### src/rtl/rr_mux_pkg.sv
// Shared constants and types for the round-robin channel multiplexer.
// Exports the arbitration mode encodings and the default channel index type.
package rr_mux_pkg;

  localparam logic MODE_FIXED = 1'b0;
  localparam logic MODE_RR    = 1'b1;

  localparam int N_DEF = 4;
  localparam int W_DEF = 8;

  typedef logic [$clog2(N_DEF)-1:0] ch_idx_t;

endpackage

### src/rtl/rr_arbiter.sv
// Combinational N-way arbiter: fixed priority (index 0 first) or round-robin.
// Ports: req (per-channel request), ptr (rr start), mode -> gnt_valid, gnt_idx.
module rr_arbiter
  import rr_mux_pkg::*;
#(
  parameter int N  = 4,
  parameter int SW = $clog2(N)
) (
  input  logic [N-1:0]  req,
  input  logic [SW-1:0] ptr,
  input  logic          mode,
  output logic          gnt_valid,
  output logic [SW-1:0] gnt_idx
);

  // Walk the channels starting at the search origin, wrapping at N-1
  // explicitly so a non-power-of-two N never visits a missing channel.
  always_comb begin
    logic [SW-1:0] idx;
    gnt_valid = 1'b0;
    gnt_idx   = '0;
    idx       = (mode == MODE_RR) ? ptr : '0;
    for (int k = 0; k < N; k++) begin
      if (!gnt_valid && req[idx]) begin
        gnt_valid = 1'b1;
        gnt_idx   = idx;
      end
      idx = (idx == SW'(N - 1)) ? '0 : idx + 1'b1;
    end
  end

endmodule

### src/rtl/rr_mux_stage.sv
// Registered N:1 channel mux with per-channel valid/ready handshakes.
// Ports: clk, rst, mode, in_valid/in_data/in_ready, out_valid/out_data/out_sel/out_ready.
module rr_mux_stage
  import rr_mux_pkg::*;
#(
  parameter int N  = 4,
  parameter int W  = 8,
  parameter int SW = $clog2(N)
) (
  input  logic           clk,
  input  logic           rst,
  input  logic           mode,
  input  logic [N-1:0]   in_valid,
  input  logic [N*W-1:0] in_data,
  output logic [N-1:0]   in_ready,
  output logic           out_valid,
  output logic [W-1:0]   out_data,
  output logic [SW-1:0]  out_sel,
  input  logic           out_ready
);

  logic          out_valid_q, out_valid_d;
  logic [W-1:0]  out_data_q, out_data_d;
  logic [SW-1:0] out_sel_q, out_sel_d;
  logic [SW-1:0] ptr_q, ptr_d;

  logic          gnt_valid;
  logic [SW-1:0] gnt_idx;
  logic          load;
  logic          xfer;
  logic [W-1:0]  sel_data;

  rr_arbiter #(
    .N  (N),
    .SW (SW)
  ) u_arb (
    .req       (in_valid),
    .ptr       (ptr_q),
    .mode      (mode),
    .gnt_valid (gnt_valid),
    .gnt_idx   (gnt_idx)
  );

  // Register may refill when empty or being drained this cycle.
  assign load = ~rst & (~out_valid_q | out_ready);
  assign xfer = load & gnt_valid;

  always_comb begin
    sel_data = '0;
    for (int i = 0; i < N; i++) begin
      if (gnt_idx == SW'(i)) sel_data = in_data[i*W +: W];
    end
  end

  always_comb begin
    in_ready = '0;
    if (xfer) in_ready[gnt_idx] = 1'b1;
  end

  always_comb begin
    out_valid_d = out_valid_q;
    out_data_d  = out_data_q;
    out_sel_d   = out_sel_q;
    ptr_d       = ptr_q;
    if (xfer) begin
      out_valid_d = 1'b1;
      out_data_d  = sel_data;
      out_sel_d   = gnt_idx;
      if (mode == MODE_RR) begin
        ptr_d = (gnt_idx == SW'(N - 1)) ? '0 : gnt_idx + 1'b1;
      end
    end else if (load) begin
      out_valid_d = 1'b0;
    end
  end

  always_ff @(posedge clk) begin
    if (rst) begin
      out_valid_q <= 1'b0;
      out_data_q  <= '0;
      out_sel_q   <= '0;
      ptr_q       <= '0;
    end else begin
      out_valid_q <= out_valid_d;
      out_data_q  <= out_data_d;
      out_sel_q   <= out_sel_d;
      ptr_q       <= ptr_d;
    end
  end

  assign out_valid = out_valid_q;
  assign out_data  = out_data_q;
  assign out_sel   = out_sel_q;

endmodule

### config.mk
export PLATFORM = sky130hd
export DESIGN_NAME = rr_mux_stage
export DESIGN_NICKNAME = d
export VERILOG_FILES = /design/src/rtl/rr_mux_pkg.sv /design/src/rtl/rr_arbiter.sv /design/src/rtl/rr_mux_stage.sv
export SDC_FILE = /design/constraint.sdc
export NUM_CORES = 1
export LEC_CHECK = 0
export BUFFER_PORTS_ARGS = -buffer_cell sky130_fd_sc_hd__buf_2
export CORE_ASPECT_RATIO = 1.5
export CORE_UTILIZATION = 45
export CTS_CLUSTER_DIAMETER = 40
export DETAILED_ROUTE_END_ITERATION = 12
export PLACE_DENSITY = 0.76
export SYNTH_ARGS = -nofsm -noshare
export SYNTH_HDL_FRONTEND = slang
export SYNTH_HIERARCHICAL = 1
export SYNTH_SLANG_ARGS = --single-unit
### constraint.sdc
create_clock -name clk -period 3.8 [get_ports clk]
set_input_delay 0.19 -clock clk [delete_from_list [all_inputs] [get_ports clk]]
set_output_delay 0.19 -clock clk [all_outputs]
set_load 0.01 [all_outputs]
**Word level (Yosys, flattened, before mapping)**

Cells that the tools add are included.

- Register bits: 13
- Bits of input ports: 40
- Output and inout bits: 15
- Word-level logic and storage cells: 65

- Add/sub/neg operators: 4
- Magnitude comparators: 6
- Equal/unequal tests: 6
- Mux-type cells: 30
- Bitwise operators: 5
- Reductions and logical operators: 10

Operators with widths:

| operator | count |
|---|---|
| $mux W8 | 4 |
| $mux W2 | 9 |
| $lt A2 B3 Y1 const B | 5 |
| $mux W1 | 11 |
| $eq A2 B2 Y1 const B | 5 |
| $add A2 B1 Y2 const B | 4 |
| $bmux W1 S2 | 4 |
| $logic_and A1 B1 Y1 | 4 |
| $mux W4 | 1 |
| $logic_not A1 Y1 | 3 |
| $and A1 B1 Y1 | 2 |
| $demux W1 S2 | 1 |
| $eq A2 B1 Y1 const B | 1 |
| $ge A2 B1 Y1 const B | 1 |
| $logic_not A2 Y1 | 1 |
| $not A1 Y1 | 2 |
| $reduce_and A2 Y1 | 1 |
| $reduce_bool A2 Y1 | 1 |
| $or A1 B1 Y1 | 1 |

**Logic depth before layout (Yosys ltp)**

- Depth after elaboration: 18
- Gate-level depth with buffers: 11
- Depth with buffers taken out: 9

**By module**

Netlist, hierarchy kept.

By module, submodules not included:

| module | instances | cells each | area an instance (um2) | seq. area each (um2) |
|---|---|---|---|---|
| rr_mux_stage | 1 | 109 | 880.8 | 260.2 |
| rr_arbiter | 1 | 30 | 229.0 | 0.0 |

**Worst setup path after synthesis**

OpenSTA, ideal clock, no wires.

- Kind: reg2reg
- Start point: reg ptr_q[1]
- End point: reg out_data_q[1], in the netlist out_data[1]
- Setup time: 0.130 ns
- Arrival time: 2.879 ns
- Required time: 3.670 ns
- Path slack: 0.791 ns
- Cell stages (with the launch flop): 11
- Path buffers: 1
- Clock period less this slack: 3.009 ns
- Cells stage by stage: dfxtp_1 -> and2_1 -> mux4_2 -> or4_4 -> and4_1 -> inv_1 -> ha_1 -> buf_6 -> and4bb_2 -> a2111oi_0 -> o41ai_1

- Elaborated cells on any way between the ends: 41
- Those cells by class: add/sub: 3; eq/ne: 6; mux: 24; bitwise: 1; reduce/logical: 7

RTL lines:

| what | line | text |
|---|---|---|
| from (decl) | rr_mux_stage.sv:25 | `logic [SW-1:0] ptr_q, ptr_d;` |
| from (signal assigned) | rr_mux_stage.sv:87 | `ptr_q <= ptr_d;` |
| $mux W2 (*) | rr_arbiter.sv:22 | `idx = (mode == MODE_RR) ? ptr : '0;` |
| branches (longest 11 deep; another with $add A2 B1 Y2) | -- |  |
| $mux W1 (*) | rr_arbiter.sv:24 | `if (!gnt_valid && req[idx]) begin` |
| via gnt_valid | rr_mux_stage.sv:27 | `logic gnt_valid;` |
| $and A1 B1 Y1 (*) | rr_mux_stage.sv:46 | `assign xfer = load & gnt_valid;` |
| to (signal assigned) | rr_mux_stage.sv:85 | `out_data_q <= out_data_d;` |
| to (decl) | rr_mux_stage.sv:23 | `logic [W-1:0] out_data_q, out_data_d;` |

Mark *: on every way through the listed nets, which the timed path passes. The select of a mux whose other input is x is not followed.
A chain may end at the register's enable or synchronous reset.

**Final worst setup path**

- Start point: reg ptr_q[1]
- End point: out in_ready[2]

- Elaborated cells on any way between the ends: 39
- Those cells by class: add/sub: 3; order compare: 2; eq/ne: 3; mux: 23; bitwise: 1; reduce/logical: 7

RTL lines:

| what | line | text |
|---|---|---|
| $mux W2 (*) | rr_arbiter.sv:22 |  |
| branches (longest 11 deep; another with $add A2 B1 Y2) | -- |  |
| $mux W1 (*) | rr_arbiter.sv:24 |  |
| via gnt_valid | rr_mux_stage.sv:27 |  |
| $and A1 B1 Y1 (*) | rr_mux_stage.sv:46 |  |
| $mux W4 (*) | rr_mux_stage.sv:57 | `if (xfer) in_ready[gnt_idx] = 1'b1;` |
| to (decl) | rr_mux_stage.sv:15 | `output logic [N-1:0] in_ready,` |

Marks and branches as above.

==> impl_metrics.yaml <==
floorplan:
  fp-row-count: 21
  die_y_um: 62.8
  die_area_sq_mm: 0.00267
  core_sq_mm: 0.00229
  start_util_pct: 48.5
  boundaryPins: 55
  die_width_um: 42.6
placed_design:
  dp_hpwl_um: 2180
  place_congestion: 0.875
  place_area_sq_mm: 0.00135
  placedCellCount: 207
  port_buffers: 54
critical_path:
  cp_top_family: "simple AND/OR/NAND/NOR gates"
  crit_arrival_ns: 3.22
  crit_buf_inv: 3
  slowest_stage: "or4_4"
  crit_chain: "and2_1, mux4_2, or4_4, and4_1, inv_1, ha_1, buf_4, nor3b_1, buf_2"
  crit_type: "reg -> out"
  crit_path_end_kind: "output pin"
  cp_max_fo: 14
  critPathRequiredTime_ns: 3.61
  cp_slowest_stage_delay_ns: 0.59
  start_kind: "register"
detailed_routing:
  vias: 1260
  drt-initial-drc-count: 41
  routed-wl-met2_um: 1340
  wl_met1_um: 1180
  wire_per_inst_um: 13.0
  drc: 0
  ant_nets: 0
  drt_wl_total_um: 2740
  drtPass1Iterations: 4
  highest_layer: "met4"
  wl_met3_um: 194
  via_per_inst: 5.97
clock_tree:
  clk_pin_slew_ns: 0.07
  numCtsBuffers: 3
  cts-root-buf: "clkbuf_4"
  postCtsSetupRepairBufs: 0
  cts_buffer_depth: 2
  clock-sinks: 13
  postCtsHoldBufs: 0
  htreeDepth: 1
  clk_latency_ns: 0.26
  post_cts_resized: 0
  cts_tree: "built"
power_and_ir_drop:
  power_density_mw_per_mm2: 339
  power.leakage_nw: 0.642
  vdd_drop_max_mv: 0.210
layout:
  nets: 233
  area.growth.synth_to_final_pct: 24.1
  n_fill_cell: 202
  drive_gt1_share_pct: 34.0
  final_cell_mix: "buf_2, a21oi_1, dfxtp_1"
  layout_commonest_cell: "buf_2"
  num_antenna_cells: 0
  final_cell_area_sq_mm: 0.00138
  stdcell_count: 211
sta:
  fin_crit_ns: 3.41
  fmax_mhz: 293
  fin_setup_tns_ns: 0
  setup_violations: 0
  fin_skew_ns: 0.00297
  final-hold-violation-count: 0
  slew_headroom_pct: 62.3
  tightest_slew_ns: 0.566
  layout_worst_path_cycle_share_pct: 89.7
  rsz0062_at_grt: "false"
  drv_slew: 0
logic_synthesis:
  seq_area_frac_synth_pct: 23.4
  synth.yosys.warnings: 6
  ys_seq_elements: 13
  synth_area_sq_mm: 0.00111
  netlist_instances: 139
  syn_area_per_cell_sq_um: 7.98
  synth_nets: 183
  synth.distinct_cells: 37
global_routing:
  grt_max_degree: 19
  grt-ovfl-total: 0
  grt_pass1_vias: 1065
  grt_first_pass_wirelength_um: 4510
  antenna_found_initial: 0
  gr-usage-all-layers_pct: 20.9
flow_run:
  drv_cap: 0
outcome:
  status: "complete, no violations"
hold_path:
  hp-class: "in -> reg"
## synthesized netlist by cell type
cell	n	area share, %
a221o_1	8	7.2
o31ai_1	2	1.4
nand3_1	2	0.90
a2111oi_0	1	0.79
clkbuf_8	1	1.2
a21oi_1	19	8.6
and4_1	1	0.79
and2_1	1	0.56
mux2_2	2	2.0
buf_2	2	0.90
o22ai_1	1	0.56
nand3b_1	8	5.4
nand2_1	12	4.1
a2111o_1	2	2.0
nor3_1	1	0.45
and4b_1	1	0.90
dfxtp_1	13	23
buf_6	2	2.0
and4bb_2	1	1.1
o41ai_1	1	0.79
inv_1	12	4.1
nand2b_1	1	0.56
ha_1	4	4.5
o21ai_0	6	2.7
or4_4	1	1.0
clkbuf_1	5	1.7
a211oi_1	1	0.68
mux2_1	1	1.0
nor3b_1	5	3.4
mux4_2	1	2.0
a311oi_1	7	5.5
nor2_1	3	1.0
nand4_1	3	1.7
a31oi_1	1	0.56
and3b_2	1	0.90
nor2b_1	5	2.8
o21a_1	1	0.68
## metrics by stage
step           power [W]  hold WS (ns)  worst slack (ns)  utilization, %
2_1_floorplan   0.000325         0.353             0.791               -
3_3_place_gp    0.000382         0.461             0.548            59.1
3_5_place_dp    0.000387         0.468             0.470            59.1
4_1_cts         0.000466         0.185             0.406            60.3
5_1_grt         0.000501         0.192             0.176            60.3
6_report        0.000466         0.184             0.391            60.3
## power by group
part	switching, W	internal (W)
Sequential	0.0000154	0.000157
Clock	0.0000398	0.0000406
Combinational	0.000111	0.000103
Total	0.000166	0.000301
## cell type report
class                      instances  area, sq um  share of cell area (%)
inverter                          12         45.0                    3.27
tap                               23         28.8                    2.09
sequential                        13          260                    18.9
timing repair buffer              55          278                    20.2
multi-input combinational        104          739                    53.7
clock buffer                       4         26.3                    1.91
## cell families (layout without fill, tap and decap cells)
logic type,count (synthesis),after routing,synth area share [%]
AND/OR/NAND/NOR,46,46,25.6
adder cells (fa/ha/maj),4,4,4.51
multiplexers,4,4,5.07
buffers and inverters,22,71,9.92
flip-flops,13,13,23.4
AO/OA/AOI/OAI,50,50,31.5
## per-layer routing
layer / global-route usage, % / up-vias
met5: 0 / -
met4: 6.25 / 0
met3: 4.05 / 6
met2: 34.8 / 55
met1: 26.7 / 565
li1: - / 634
## worst register-to-register path, delay by kind of cell (launching register included)
family                     cells  cell delay, ns
AOI/OAI and AO/OA              2            0.51
adders and majority gates      1            0.37
DFF                            1            0.45
muxes                          1            0.55
and+or+nand+nor                4            1.37
## registers in the layout, summed over array words and instances (netlist names)
signal     count
out_sel        2
out_data       8
ptr_q          2
out_valid      1
## path summary, 6_finish.rpt
kind,depth (start not counted),slack (ns),startpoint,end
worst max register to register,8,0.42,ptr_q[1]$_SDFFE_PP0P_,out_data[1]$_SDFFE_PP0P_
worst max-delay path,9,0.39,ptr_q[1]$_SDFFE_PP0P_,in_ready[2]
worst min-delay path,3,0.18,in_data[26],out_data[2]$_SDFFE_PP0P_
worst min register to register,2,0.48,out_sel[0]$_SDFFE_PP0P_,out_sel[0]$_SDFFE_PP0P_
No activity file was read; power rests on OpenSTA's default activity.
